$ cat src/rtl/cla_pkg.sv
// Shared types and helpers for the pipelined carry-lookahead adder:
// group generate/propagate, flattened lookahead carries and a
// parameter sanity check used at elaboration.
package cla_pkg;

    localparam int MAX_GROUP  = 16;
    localparam int MAX_GROUPS = 64;

    typedef struct packed {
        logic g;
        logic p;
    } gp_t;

    // Group generate/propagate over the low n bits of a/b.
    function automatic gp_t group_gp(input logic [MAX_GROUP-1:0] a,
                                     input logic [MAX_GROUP-1:0] b,
                                     input int n);
        gp_t r;
        r.g = 1'b0;
        r.p = 1'b1;
        for (int i = 0; i < MAX_GROUP; i++) begin
            if (i < n) begin
                r.g = (a[i] & b[i]) | ((a[i] ^ b[i]) & r.g);
                r.p = r.p & (a[i] ^ b[i]);
            end else begin
                r = r;
            end
        end
        return r;
    endfunction

    // Carries c[0..n] in sum-of-products form: each carry is an OR of
    // generate terms gated by the propagates above them, so no carry
    // ripples through the previous one.
    function automatic logic [MAX_GROUPS:0] lookahead(input gp_t [MAX_GROUPS-1:0] gp,
                                                      input int n,
                                                      input logic cin);
        logic [MAX_GROUPS:0] c;
        logic acc;
        logic run_p;
        c    = '0;
        c[0] = cin;
        for (int i = 0; i < MAX_GROUPS; i++) begin
            if (i < n) begin
                acc   = 1'b0;
                run_p = 1'b1;
                for (int j = i; j >= 0; j--) begin
                    acc   = acc | (run_p & gp[j].g);
                    run_p = run_p & gp[j].p;
                end
                c[i+1] = acc | (run_p & cin);
            end else begin
                c[i+1] = 1'b0;
            end
        end
        return c;
    endfunction

    // True when the width splits evenly into stages of whole groups.
    function automatic bit cfg_ok(input int width, input int stages, input int group);
        return (stages > 0) && (group > 0) && (group <= MAX_GROUP) &&
               ((width % (stages * group)) == 0) &&
               ((width / (stages * group)) <= MAX_GROUPS);
    endfunction

endpackage

$ cat src/rtl/cla_slice.sv
// Combinational carry-lookahead slice: group G/P, lookahead across
// groups, and parallel bit carries inside each group.
module cla_slice
    import cla_pkg::*;
#(
    parameter int SW    = 16,
    parameter int GROUP = 4
) (
    input  logic [SW-1:0] a,
    input  logic [SW-1:0] b,
    input  logic          cin,
    output logic [SW-1:0] sum,
    output logic          cout
);

    localparam int NG = SW / GROUP;

    gp_t [MAX_GROUPS-1:0] grp_s;
    logic [MAX_GROUPS:0]  gcarry_s;

    // Generate/propagate for each group of GROUP bits.
    always_comb begin
        grp_s = '0;
        for (int g = 0; g < NG; g++) begin
            grp_s[g] = group_gp(MAX_GROUP'(a[g*GROUP +: GROUP]),
                                MAX_GROUP'(b[g*GROUP +: GROUP]), GROUP);
        end
    end

    assign gcarry_s = lookahead(grp_s, NG, cin);
    assign cout     = gcarry_s[NG];

    // Bit carries inside each group from that group's lookahead carry-in.
    always_comb begin
        gp_t [MAX_GROUPS-1:0] bit_gp;
        logic [MAX_GROUPS:0]  bit_c;
        sum    = '0;
        bit_gp = '0;
        bit_c  = '0;
        for (int g = 0; g < NG; g++) begin
            bit_gp = '0;
            for (int i = 0; i < GROUP; i++) begin
                bit_gp[i].g = a[g*GROUP+i] & b[g*GROUP+i];
                bit_gp[i].p = a[g*GROUP+i] ^ b[g*GROUP+i];
            end
            bit_c = lookahead(bit_gp, GROUP, gcarry_s[g]);
            for (int i = 0; i < GROUP; i++) begin
                sum[g*GROUP+i] = bit_gp[i].p ^ bit_c[i];
            end
        end
    end

endmodule

$ cat src/rtl/pipelined_cla_adder.sv
// Pipelined carry-lookahead adder/subtractor with valid/ready on both
// sides. Stage s adds slice s; upper operand slices travel with the beat.
// Define CLA_FLAGS_EN to add the registered Overflow and Zero outputs.
module pipelined_cla_adder
    import cla_pkg::*;
#(
    parameter int WIDTH  = 32,
    parameter int GROUP  = 4,
    parameter int STAGES = 2
) (
    input  logic             clk,
    input  logic             rst,
    input  logic             in_valid,
    output logic             in_ready,
    input  logic [WIDTH-1:0] A,
    input  logic [WIDTH-1:0] B,
    input  logic             Cin,
    input  logic             Sub,
    output logic             out_valid,
    input  logic             out_ready,
    output logic [WIDTH-1:0] Sum,
    output logic             Cout
`ifdef CLA_FLAGS_EN
    ,
    output logic             Overflow,
    output logic             Zero
`endif
);

    localparam int  SW     = WIDTH / STAGES;
    localparam int  LAST   = STAGES - 1;
    localparam bit  CFG_OK = cfg_ok(WIDTH, STAGES, GROUP);

    if (!CFG_OK) begin : g_cfg_check
        $error("pipelined_cla_adder: WIDTH must be a multiple of STAGES*GROUP");
    end

    logic [STAGES-1:0] valid_r;
    logic [WIDTH-1:0]  a_r       [STAGES];
    logic [WIDTH-1:0]  b_r       [STAGES];
    logic [WIDTH-1:0]  sum_r     [STAGES];
    logic [STAGES-1:0] carry_r;

    logic [STAGES-1:0] ready_s;
    logic [WIDTH-1:0]  a_in_s     [STAGES];
    logic [WIDTH-1:0]  b_in_s     [STAGES];
    logic [WIDTH-1:0]  sum_in_s   [STAGES];
    logic [WIDTH-1:0]  sum_next_s [STAGES];
    logic [SW-1:0]     slice_sum_s[STAGES];
    logic [STAGES-1:0] carry_in_s;
    logic [STAGES-1:0] valid_in_s;
    logic [STAGES-1:0] slice_cout_s;

    for (genvar k = 0; k < STAGES; k++) begin : g_stage
        if (k == 0) begin : g_first
            assign a_in_s[k]     = A;
            assign b_in_s[k]     = B ^ {WIDTH{Sub}};
            assign carry_in_s[k] = Cin ^ Sub;
            assign sum_in_s[k]   = '0;
            assign valid_in_s[k] = in_valid;
        end else begin : g_next
            assign a_in_s[k]     = a_r[k-1];
            assign b_in_s[k]     = b_r[k-1];
            assign carry_in_s[k] = carry_r[k-1];
            assign sum_in_s[k]   = sum_r[k-1];
            assign valid_in_s[k] = valid_r[k-1];
        end

        cla_slice #(.SW(SW), .GROUP(GROUP)) u_slice (
            .a    (a_in_s[k][k*SW +: SW]),
            .b    (b_in_s[k][k*SW +: SW]),
            .cin  (carry_in_s[k]),
            .sum  (slice_sum_s[k]),
            .cout (slice_cout_s[k])
        );
    end

    // Merge each stage's new slice into the partial sum it inherits.
    always_comb begin
        for (int k = 0; k < STAGES; k++) begin
            sum_next_s[k]              = sum_in_s[k];
            sum_next_s[k][k*SW +: SW]  = slice_sum_s[k];
        end
    end

    // A stage can load unless it and every stage after it are full and the consumer stalls.
    always_comb begin
        logic all_full;
        ready_s  = '0;
        all_full = 1'b1;
        for (int k = LAST; k >= 0; k--) begin
            all_full   = all_full & valid_r[k];
            ready_s[k] = out_ready | ~all_full;
        end
    end

    // Stage registers: advance when ready, hold data and valid while stalled.
    always_ff @(posedge clk) begin
        if (rst) begin
            for (int k = 0; k < STAGES; k++) begin
                valid_r[k] <= 1'b0;
                a_r[k]     <= '0;
                b_r[k]     <= '0;
                sum_r[k]   <= '0;
                carry_r[k] <= 1'b0;
            end
        end else begin
            for (int k = 0; k < STAGES; k++) begin
                if (ready_s[k]) begin
                    valid_r[k] <= valid_in_s[k];
                    if (valid_in_s[k]) begin
                        a_r[k]     <= a_in_s[k];
                        b_r[k]     <= b_in_s[k];
                        sum_r[k]   <= sum_next_s[k];
                        carry_r[k] <= slice_cout_s[k];
                    end
                end
            end
        end
    end

    assign in_ready  = ready_s[0];
    assign out_valid = valid_r[LAST];
    assign Sum       = sum_r[LAST];
    assign Cout      = carry_r[LAST];

`ifdef CLA_FLAGS_EN
    logic ovf_r;
    logic zero_r;

    // Flags captured together with the final stage so they share its timing.
    always_ff @(posedge clk) begin
        if (rst) begin
            ovf_r  <= 1'b0;
            zero_r <= 1'b0;
        end else if (ready_s[LAST] && valid_in_s[LAST]) begin
            ovf_r  <= (a_in_s[LAST][WIDTH-1] == b_in_s[LAST][WIDTH-1]) &&
                      (sum_next_s[LAST][WIDTH-1] != a_in_s[LAST][WIDTH-1]);
            zero_r <= ~|sum_next_s[LAST];
        end
    end

    assign Overflow = ovf_r;
    assign Zero     = zero_r;
`endif

endmodule
$ cat config.mk
export PLATFORM = sky130hd
export DESIGN_NAME = pipelined_cla_adder
export DESIGN_NICKNAME = d
export VERILOG_FILES = /design/src/rtl/cla_pkg.sv /design/src/rtl/cla_slice.sv /design/src/rtl/pipelined_cla_adder.sv
export SDC_FILE = /design/constraint.sdc
export NUM_CORES = 1
export LEC_CHECK = 0
export CORE_MARGIN = 2
export CORE_UTILIZATION = 55
export CTS_CLUSTER_DIAMETER = 40
export DETAILED_ROUTE_END_ITERATION = 10
export GPL_TIMING_DRIVEN = 1
export PLACE_DENSITY = 0.86
export SLEW_MARGIN = 20
export SYNTH_ARGS = -nofsm -noshare
export SYNTH_HDL_FRONTEND = slang
export SYNTH_SLANG_ARGS = --single-unit
$ cat constraint.sdc
create_clock -name clk -period 5.2 [get_ports clk]
set_input_delay 0.52 -clock clk [delete_from_list [all_inputs] [get_ports clk]]
set_output_delay 0.52 -clock clk [all_outputs]
set_load 0.05 [all_outputs]
==> results of run 1 <==
[cell families after synthesis]
group	after synthesis	synth area share
simple gates	121	0.129
flops	84	0.533
compound gates	57	0.0900
xor+xnor	54	0.106
fa+ha+maj	40	0.120
buf+inv	21	0.0177
mux	2	0.00430
[per-stage QoR]
step | std cells | utilization | total power, mW | setup slack [ns] | area [um2]
floorplan | 379 | - | 1.20 | 1.66 | 4660
global placement | 577 | 0.706 | 1.34 | 1.68 | 5800
detailed placement | 577 | 0.706 | 1.36 | 1.56 | 5800
CTS | 592 | 0.731 | 1.85 | 1.93 | 6010
global route | 593 | 0.735 | 1.93 | 1.79 | 6040
finish | 593 | 0.735 | 1.85 | 1.95 | 6040
[power by group]
| group | switching [mW] | leakage (nW) | internal [mW] |
|---|---|---|---|
| logic | 0.288 | 1.39 | 0.221 |
| clock network | 0.228 | 0.102 | 0.266 |
| registers | 0.0223 | 0.899 | 0.821 |
[layout make-up]
type	instances	area (um2)
tap	105	131
timing repair buffer	107	1080
fill	562	2180
clock inverter	5	77.6
multi-input combinational	274	2110
inverter	8	30.0
clock buffer	10	128
sequential	84	2480
[flip-flops by register name (all words and copies together) (netlist names)]
register,count
sum_r,48
a_r,16
b_r,16
carry_r,2
valid_r,2
[routing by layer]
layer  wire (um)  vias to the layer above
li1            -                     1536
met1        3580                     1501
met2        4880                       91
met3         364                       23
met4         245                        0
met5           0                        -
[cells in the final DEF, fill, tap and decap left out, types with 7 or more instances in the layout]
master	synthesis	routed
nor2_1	58	58
inv_1	8	8
clkbuf_8	0	9
xnor2_1	26	26
a21o_1	7	7
fa_1	8	8
ha_1	32	32
xor2_1	27	27
edfxtp_1	80	80
a21oi_1	13	13
nand2_1	10	10
a211oi_1	8	8
o21ai_0	8	8
clkdlybuf4s50_1	0	103
and2_1	36	36
[how the worst max path moves through the flow]
stage | from | to
after floorplan | Sub | sum_r[0][13]
after global placement | B[4] | sum_r[0][13]
after detailed placement | B[4] | sum_r[0][13]
after CTS | B[4] | sum_r[0][13]
after global routing | B[6] | sum_r[0][13]
final | B[4] | sum_r[0][13]
[critical path: cells and delay by family]
family                   cells  cell delay [ns]
AND/OR/NAND/NOR              3             0.41
adder cells (fa/ha/maj)      2             0.72
XOR/XNOR                     2             0.35
AO/OA/AOI/OAI                3             0.87
buffers and inverters        1             0.47
==> flow_metrics.env, run 1 <==
export IMPL_status="complete, no violations"
export IMPL_reg2reg_to="sum_r[0][61]"
export IMPL_chipWidth_um=96.0
export IMPL_grt_overflow=0
export IMPL_post_cts_resize_count=0
export IMPL_synth_area_leader_cell="edfxtp_1"
export IMPL_hold_buffers=0
export IMPL_grt_pass1_vias=3077
export IMPL_cp_arrival_ns=3.34
export IMPL_place_detailed_hpwl_um=6550
export IMPL_clock_fmax_mhz=307
export IMPL_timing_setup_tns_ns=0
export IMPL_post_cts_buffers=0
export IMPL_holdWs_ns=0.518
export IMPL_synth_cells=379
export IMPL_maxSlewViolCount=0
export IMPL_grt_pass1_wl_um=14300
export IMPL_synth_seq_area_share=0.533
export IMPL_vias=3151
export IMPL_grt_use_total=0.208
export IMPL_h_tree_depth=3
export IMPL_grt_max_degree=49
export IMPL_crit_path_max_fanout=4
export IMPL_use_met2=0.373
export IMPL_cts_tree="built"
export IMPL_power_density_mw_per_mm2=306
export IMPL_avgSynthCellArea_um2=12.3
export IMPL_yosysMostFrequentCell="edfxtp_1"
export IMPL_clkTransAtPathRegs_ns=0.08
export IMPL_startpoint_type="primary input"
export IMPL_drc_errors=0
export IMPL_r2r_cells=9
export IMPL_slew_headroom=0.540
export IMPL_crit_required_ns=5.29
export IMPL_crit_type="in -> reg"
export IMPL_critPathMaxStageDelay_ns=0.47
export IMPL_die_h_um=96.0
export IMPL_synth_ff_type="edfxtp_1"
export IMPL_globalplace_congestion=0.858
export IMPL_maxCapViolCount=0
export IMPL_wire_per_inst_um=15.3
export IMPL_synth_distinct_cells=39
export IMPL_ios=105
export IMPL_worst_pin_slew_ns=0.688
export IMPL_core_area_mm2=0.00822
export IMPL_cts_buffers=9
export IMPL_hold_path_end="sum_r[0][34]"
export IMPL_drt_pass1_iterations=4
export IMPL_antenna_found_initial=0
export IMPL_start_util=0.567
export IMPL_detail_route_iter0_violations=107
export IMPL_setup_viol_count_final=0
export IMPL_drive_gt1_frac=0.0697
export IMPL_synth_area_leaders="edfxtp_1 (52%), ha_1 (8.6%), xor2_1 (5.1%), xnor2_1 (4.9%), and2_1 (4.8%)"
export IMPL_r2r_slack_ns=2.49
export IMPL_grt_use_met3=0.0399
export IMPL_port_buffers=104
export IMPL_diodes=0
export IMPL_final_nets=594
export IMPL_ir_drop_uv=138
export IMPL_rr_startpoint="a_r[0][21]"
export IMPL_skew_ns=0.00730
export IMPL_synth_fp_nets=489
export IMPL_clock_root_buffer="clkbuf_8"
export IMPL_synth_edf_count=80
export IMPL_fin_crit_ns=3.25
export IMPL_fin_crit_sh=0.626
export IMPL_worst_setup_path_end_kind="flop"
export IMPL_ys_seq_elements=84
export IMPL_clk_path_buf_depth=2
export IMPL_hold_viol=0
export IMPL_worstHoldPathType="reg -> reg"
export IMPL_finalWirelength_um=9070
export IMPL_synth_top_area_share=0.516
export IMPL_holdPathStages=1
export IMPL_clock_sinks=84
export IMPL_netlist_area_mm2=0.00466
export IMPL_p_leak_nw=2.39
export IMPL_grt_busiest_layer="met2"
export IMPL_rows=33
export IMPL_grt_setup_unrepaired="no"
export IMPL_crit_chain="clkdlybuf4s50_1 -> xor2_1 -> ha_1 -> and4_2 -> a221o_1 -> o2111ai_4 -> nand2_1 -> a21o_1 -> fa_1 -> xnor2_1 -> nor2_1"
export IMPL_grt_use_met1=0.246
export IMPL_yosys_warnings=0
export IMPL_yosys_top_cells_count="edfxtp_1 (80), nor2_1 (58), and2_1 (36), ha_1 (32), xor2_1 (27)"
export IMPL_vias_per_cell=5.31
export IMPL_area_growth_synth_to_final_pct=29.7
export IMPL_cp_slowest_cell="clkdlybuf4s50_1"
export IMPL_clk_latency_ns=0.35
export IMPL_drtAntennaViolNets=0
export IMPL_dieArea_mm2=0.00922
export IMPL_synthArstFlopShare=0
export IMPL_hold_start="sum_r[0][2]"
No activity file was read; power rests on OpenSTA's default activity.
==> run 2: changes to the inputs <==
--- a/config.mk
+++ b/config.mk
@@ -6,11 +6,11 @@
 export NUM_CORES = 1
 export LEC_CHECK = 0
 export CORE_MARGIN = 2
-export CORE_UTILIZATION = 55
+export CORE_UTILIZATION = 51
 export CTS_CLUSTER_DIAMETER = 40
 export DETAILED_ROUTE_END_ITERATION = 10
 export GPL_TIMING_DRIVEN = 1
-export PLACE_DENSITY = 0.86
+export PLACE_DENSITY = 0.81
 export SLEW_MARGIN = 20
 export SYNTH_ARGS = -nofsm -noshare
 export SYNTH_HDL_FRONTEND = slang
==> constraint.sdc (replaced) <==
create_clock -name clk -period 3.09 [get_ports clk]
set_input_delay 0.309 -clock clk [delete_from_list [all_inputs] [get_ports clk]]
set_output_delay 0.309 -clock clk [all_outputs]
set_load 0.05 [all_outputs]
==> flow_metrics.env, run 2 (same netlist as run 1, synthesis figures left out) <==
export IMPL_globalplace_congestion=0.878
export IMPL_clk_latency_ns=0.35
export IMPL_worstHoldPathType="reg -> reg"
export IMPL_placed_cells=594
export IMPL_clk_path_buf_depth=2
export IMPL_grt_pass1_vias=3236
export IMPL_post_cts_buffers=0
export IMPL_dieArea_mm2=0.00991
export IMPL_grt_pass1_wl_um=14900
export IMPL_slew_headroom=0.628
export IMPL_fin_crit_ns=2.91
export IMPL_seq_area_mm2=0.00248
export IMPL_vias=3127
export IMPL_detail_route_iter0_violations=105
export IMPL_worst_pin_slew_ns=0.556
export IMPL_crit_path_max_fanout=2
export IMPL_instances_no_fill=610
export IMPL_place_detailed_hpwl_um=6790
export IMPL_skew_ns=0.0117
export IMPL_clock_root_buffer="clkbuf_8"
export IMPL_final_cell_mix="clkdlybuf4s50_1 (103), edfxtp_1 (80), nor2_1 (58)"
export IMPL_status="complete, no violations"
export IMPL_clkTransAtPathRegs_ns=0.08
export IMPL_total_power_mw=3.13
export IMPL_grt_max_degree=44
export IMPL_holdWs_ns=0.519
export IMPL_maxCapViolCount=0
export IMPL_n_fill_cell=645
export IMPL_core_area_mm2=0.00881
export IMPL_diodes=0
export IMPL_drtAntennaViolNets=0
export IMPL_grt_overflow=0
export IMPL_area_growth_synth_to_final_pct=31.9
export IMPL_drc_errors=0
export IMPL_crit_required_ns=3.18
export IMPL_grt_use_total=0.193
export IMPL_chipWidth_um=99.6
export IMPL_utilization=0.698
export IMPL_clock_sinks=84
export IMPL_p_leak_nw=2.44
export IMPL_drt_pass1_iterations=4
export IMPL_die_h_um=99.6
export IMPL_ios=105
export IMPL_clock_fmax_mhz=344
export IMPL_drive_gt1_frac=0.0896
export IMPL_startpoint_type="primary input"
export IMPL_cts_tree="built"
export IMPL_hold_viol=0
export IMPL_finalWirelength_um=8940
export IMPL_multi_input_area_mm2=0.00211
export IMPL_post_cts_resize_count=0
export IMPL_antenna_found_initial=0
export IMPL_worst_setup_path_end_kind="flop"
export IMPL_maxSlewViolCount=0
export IMPL_hold_buffers=0
export IMPL_grt_setup_unrepaired="no"
export IMPL_start_util=0.529
export IMPL_h_tree_depth=3
export IMPL_setup_viol_count_final=0
export IMPL_crit_type="in -> reg"
export IMPL_max_flop_register="sum_r"
export IMPL_port_buffers=104
export IMPL_wire_per_inst_um=14.7
export IMPL_power_density_mw_per_mm2=510
export IMPL_final_nets=607
export IMPL_setup_slack_ns=0.183
export IMPL_vias_per_cell=5.13
export IMPL_rows=34
export IMPL_largest_reg_flops=48
export IMPL_ir_drop_uv=325
export IMPL_cp_arrival_ns=3.00
export IMPL_cts_buffers=9
export IMPL_final_common_cell="clkdlybuf4s50_1"
export IMPL_fin_crit_sh=0.941
export IMPL_largestRegisters="sum_r x48, a_r x16, b_r x16"
export IMPL_dpl_worst_slack_ns=-0.160
==> run 2: cell count changes in the layout (fill, tap and decap cells not counted), moves of 2 or more <==
cell,change
buf_4,+12
buf_12,+2
clkbuf_1,+2
clkinv_2,-2
==> run 2: final timing paths <==
kind | start | endpoint | slack [ns] | depth (start not counted)
max | B[4] | sum_r[0][13] | 0.18 | 11
min | sum_r[0][9] | sum_r[0][41] | 0.52 | 1
max reg2reg | a_r[0][21] | sum_r[0][63] | 0.38 | 8
min reg2reg | sum_r[0][9] | sum_r[0][41] | 0.52 | 1
==> run 2: where the power goes <==
part	switching (mW)	internal, mW	leakage (nW)
Clock	0.379	0.457	0.0968
Combinational	0.488	0.391	1.44
Sequential	0.0364	1.38	0.899
Total	0.904	2.23	2.44
==> run 2: worst max-delay path, stage by stage <==
cell,delay [ns]
clkdlybuf4s50_1,0.47
xor2_1,0.19
ha_1,0.27
and4_2,0.25
a221o_1,0.36
o2111ai_4,0.24
nand2_1,0.08
a21o_1,0.21
fa_1,0.42
xnor2_1,0.14
nor2_1,0.05
==> run 2: metal layers <==
layer | global-route usage | vias to the layer above | routed length (um)
li1 | - | 1566 | -
met1 | 0.220 | 1458 | 3740
met2 | 0.350 | 86 | 4660
met3 | 0.0379 | 17 | 351
met4 | 0.0854 | 0 | 187
met5 | 0 | - | 0
==> run 2: final cells by class <==
cell class | instances | share of cell area
Inverter | 8 | 0.00489
Multi-Input combinational cell | 274 | 0.343
Clock inverter | 4 | 0.0122
Timing Repair Buffer | 120 | 0.192
Clock buffer | 12 | 0.0220
Sequential cell | 84 | 0.404
Tap cell | 108 | 0.0220
==> run 2: per-stage QoR <==
step / area (um2) / TNS (ns)
2_1_floorplan: 4660 / 0
3_3_place_gp: 5930 / -0.163
3_5_place_dp: 5930 / -0.304
4_1_cts: 6140 / 0
5_1_grt: 6140 / 0
6_report: 6140 / 0
